--- src/rtl/seq_cska_addsub.sv ---
// Multi-cycle signed carry-skip add/sub: one BLOCK-bit skip block per clock, LSB first, WIDTH+1-bit result.
// Result valid NBLK cycles after accept; result held in DONE until out_ready, no overlap of operations.
module seq_cska_addsub #(
  parameter int WIDTH = 8,
  parameter int BLOCK = 4,
  localparam int NBLK = WIDTH / BLOCK,
  localparam int CW   = $clog2(NBLK + 1)
) (
  input  logic             clk,
  input  logic             rst,
  input  logic             in_valid,
  output logic             in_ready,
  input  logic [WIDTH-1:0] a,
  input  logic [WIDTH-1:0] b,
  input  logic             sub,
  output logic             out_valid,
  input  logic             out_ready,
  output logic [WIDTH:0]   sum,
  output logic [CW-1:0]    skip_cnt
);

  localparam int BW = (NBLK > 1) ? $clog2(NBLK) : 1;

  typedef enum logic [1:0] {IDLE, RUN, DONE} state_t;

  state_t           state_q, state_d;
  logic [WIDTH-1:0] a_q, a_d;
  logic [WIDTH-1:0] b_q, b_d;
  logic             carry_q, carry_d;
  logic [BW-1:0]    blk_q, blk_d;
  logic [WIDTH:0]   sum_q, sum_d;
  logic [CW-1:0]    skip_q, skip_d;

  logic [31:0]      base;
  logic [BLOCK-1:0] blk_a, blk_b;
  logic [BLOCK:0]   rip;
  logic             prop;
  logic             cout;

  // Shifts rather than variable part-selects keep the block index width-agnostic.
  assign base  = 32'(blk_q) * 32'(BLOCK);
  assign blk_a = BLOCK'(a_q >> base);
  assign blk_b = BLOCK'(b_q >> base);
  assign rip   = {1'b0, blk_a} + {1'b0, blk_b} + {{BLOCK{1'b0}}, carry_q};
  assign prop  = &(blk_a ^ blk_b);
  assign cout  = prop ? carry_q : rip[BLOCK];

  always_ff @(posedge clk) begin
    if (rst) begin
      state_q <= IDLE;
      a_q     <= '0;
      b_q     <= '0;
      carry_q <= 1'b0;
      blk_q   <= '0;
      sum_q   <= '0;
      skip_q  <= '0;
    end else begin
      state_q <= state_d;
      a_q     <= a_d;
      b_q     <= b_d;
      carry_q <= carry_d;
      blk_q   <= blk_d;
      sum_q   <= sum_d;
      skip_q  <= skip_d;
    end
  end

  always_comb begin
    state_d = state_q;
    a_d     = a_q;
    b_d     = b_q;
    carry_d = carry_q;
    blk_d   = blk_q;
    sum_d   = sum_q;
    skip_d  = skip_q;
    case (state_q)
      IDLE: begin
        if (in_valid) begin
          a_d     = a;
          b_d     = b ^ {WIDTH{sub}};
          carry_d = sub;
          blk_d   = '0;
          skip_d  = '0;
          state_d = RUN;
        end
      end
      RUN: begin
        sum_d   = (sum_q & ~((WIDTH+1)'({BLOCK{1'b1}}) << base))
                | ((WIDTH+1)'(rip[BLOCK-1:0]) << base);
        carry_d = cout;
        if (prop) skip_d = skip_q + CW'(1);
        if (blk_q == BW'(NBLK - 1)) begin
          // Sign extension of the WIDTH-bit sum; the result can never overflow.
          sum_d[WIDTH] = a_q[WIDTH-1] ^ b_q[WIDTH-1] ^ cout;
          blk_d        = '0;
          state_d      = DONE;
        end else begin
          blk_d = blk_q + BW'(1);
        end
      end
      DONE: begin
        if (out_ready) state_d = IDLE;
      end
      default: state_d = IDLE;
    endcase
  end

  assign in_ready  = (state_q == IDLE);
  assign out_valid = (state_q == DONE);
  assign sum       = sum_q;
  assign skip_cnt  = skip_q;

endmodule

--- config.mk ---
export PLATFORM = sky130hd
export DESIGN_NAME = seq_cska_addsub
export DESIGN_NICKNAME = d
export VERILOG_FILES = /design/src/rtl/seq_cska_addsub.sv
export SDC_FILE = /design/constraint.sdc
export NUM_CORES = 1
export LEC_CHECK = 0
export CAP_MARGIN = 20
export CORE_MARGIN = 3
export CORE_UTILIZATION = 40
export CTS_BUF_LIST = sky130_fd_sc_hd__clkbuf_4
export CTS_CLUSTER_DIAMETER = 100
export DETAILED_ROUTE_END_ITERATION = 6
export PLACE_DENSITY = 0.68
export SETUP_SLACK_MARGIN = 0.1
export SLEW_MARGIN = 20
export SYNTH_ARGS = -nofsm -noshare
export SYNTH_HDL_FRONTEND = slang
export SYNTH_SLANG_ARGS = --single-unit
--- constraint.sdc ---
create_clock -name clk -period 2.4 [get_ports clk]
set_input_delay 0.48 -clock clk [delete_from_list [all_inputs] [get_ports clk]]
set_output_delay 0.48 -clock clk [all_outputs]
set_load 0.05 [all_outputs]
==> reports/results.txt <==
setup slack at placement - 79.5 ps
Synth Register Bits - 31
Synth Area in XOR/XNOR - 0.0686
Setup crit start - state_q[0]
Peak VDD IR - 0.270 mV
HP Class - reg2reg
Layout Utilization - 0.572
Max Freq - 456 MHz
diodes inserted - 0
Worst EP arrival - 1710 ps
failing checks - DRC
Die X - 67.9 um
Startpoint Class - register
largest family of logic cells by synthesized area - simple AND/OR/NAND/NOR gates
clock buffer depth - 2
Rel. slew slack - 0.666
Synth Area in Compound Gates - 0.154
top post-synthesis cells by area - dfxtp_1 (40%), a211oi_1 (5.9%), xnor2_1 (5.7%), nand2_1 (5.4%), a21oi_1 (5.2%)
hold_sp - a_q[6]
Skew-Pair Late Insertion Delay - 330 ps
Pleak - 0.743 nW
DR pass1 iterations - 7
die area - 4610 um^2
final hold vios - 0
routed vias - 1277
Routed Antenna Nets - 0
FP Rows - 21
DR WL/cell - 13.1 um
Worst Path Class, Setup - reg2out
Max-Cap Viols - 0
routing usage on met2 - 0.284
largest net degree at the start of global routing - 34
CTS root buffer - clkbuf_4
total routed wirelength - 3320 um
Starting Density - 0.435
Crit Path Max Fanout - 8
YS warnings - 0
final worst setup slack - 206 ps
clk sinks - 31
drc violations - 1
Synth area leader - dfxtp_1
P&R area growth vs syn - 31.5%
GR Overflow Total - 0
CTS H-Tree Depth - 2
Yosys top cell area share - 0.405
Gate Count Post-Synth - 172
TritonCTS clock tree - built
synthesized area per cell - 8.91 um^2
period utilisation layout - 0.914
Core Area - 3520 um^2
hold_buf cts - 0
shortest period the worst path allows - 2190 ps
HPWL Detailed - 2400 um
Via density - 5.03
Max Slew Vio Count - 0
mux contribution to synthesized area - 0.0620
vias in the first global route - 1191
sequential fraction of the synthesis area - 0.405
setup_tns - 0 ps
Worst setup EP type - output pin
IO buf count - 33
GRT met1 Usage - 0.167
Worst Skew - 9.14 ps
post-synth cell types - 32
M3 GR Usage - 0.0558
# fillers - 331
antenna violations before repair - 0
Worst EP required - 1920 ps
Post-Syn Area - 1530 um^2
post-synthesis simple-gate area fraction - 0.190
RSZ-0062 raised after global routing - no
adder-cell area share of the yosys netlist - 0.0588
CTS Buf Count - 5
first-pass GRT wire length - 5310 um
final setup fails - 0
worst-margin pin slew - 499 ps
share of cells above drive strength 1 - 0.159
GR peak layer - met2
initial drt markers - 40
syn_nets - 199
nets@finish - 234
worst flop-to-flop path startpoint - blk_q
die height - 67.9 um
status - finished with violations
clock slew at reported path FFs - 100 ps
I/O pin cnt - 34
Routability Congestion - 0.882
pwr dens - 593 nW/um^2
GRT Resource Usage Total - 0.154
final cells by class:
type / count / area (um^2) / area share
multi-input combinational: 123 / 880 / 0.436
sequential: 31 / 626 / 0.310
timing repair buffer: 38 / 370 / 0.184
tap: 46 / 57.6 / 0.0286
clock buffer: 6 / 45.0 / 0.0223
inverter: 8 / 30.0 / 0.0149
clock inverter: 2 / 7.51 / 0.00372
placed cells by master (no fill, tap or decap), types with 4 or more instances in the layout:
| cell | n |
|---|---|
| buf_4 | 4 |
| dfxtp_1 | 29 |
| inv_1 | 8 |
| nand3b_1 | 4 |
| nor2_1 | 19 |
| a211oi_1 | 12 |
| clkdlybuf4s50_1 | 32 |
| nand2_1 | 22 |
| clkbuf_4 | 6 |
| mux2_2 | 4 |
| xnor2_1 | 10 |
| a21oi_1 | 16 |
where the power goes:
group	internal (W)	leakage, nW	total [W]	switching (W)
clock	0.000120	0.0307	0.000296	0.000177
combinational	0.000148	0.457	0.000319	0.000171
sequential	0.000551	0.255	0.000581	0.0000306
total	0.000818	0.743	0.00120	0.000378
cells in the mapped netlist, drive strengths merged:
cell type and count:
o31ai 2, inv 8, a221oi 1, o21ai 2, mux2i 5, nor3b 1, nor2b 3, mux2 4
a31oi 1, a21o 1, nand3 1, buf 7, nand3b 4, nor3 2, a21oi 16, dfxtp 31
ha 4, clkbuf 3, or3b 1, nand4 1, fa 2, xor2 2, nand2 22, nand2b 3
nor2 22, xnor2 10, a211oi 13
repair_timing:
action                                 in CTS  in global routing
setup endpoints to repair                   2                  6
pin swaps                                   0                  7
resized for setup                           2                 15
setup buffers                               0                  2
endpoints found under the hold margin       0                  0
through the flow:
step                area, um^2  std cells  hold WS (ps)  total power, W
finish                    2020        254           460         0.00120
global route              2020        254           495         0.00126
CTS                       1930        252           461         0.00117
detailed placement        1880        244           447        0.000884
global placement          1880        244           443        0.000874
floorplan                 1540        172           433        0.000791
per-layer routing:
metal	wire [um]	share of wire	vias to the layer above
li1	-	-	652
met1	1370	0.41	590
met2	1730	0.52	29
met3	171	0.051	6
met4	51	0.015	0
met5	0	0	-
worst paths after layout:
check	end	slack (ps)	cells after the start
max	in_ready	210	2
min	a_q[6]	460	2
max reg2reg	sum[8]	240	8
min reg2reg	a_q[6]	460	2
logic make-up after synthesis:
family | after synthesis
AND/OR/NAND/NOR | 60
multiplexers | 9
AO/OA/AOI/OAI | 36
flip-flops | 31
buffers and inverters | 18
XOR/XNOR | 12
adder cells (fa/ha/maj) | 6
worst max-delay path, cell delays in order (launching register included):
cell and delay (ps):
dfxtp_1 440, nor2_1 130, clkdlybuf4s50_1 810
(Power assumes the default switching activity.)
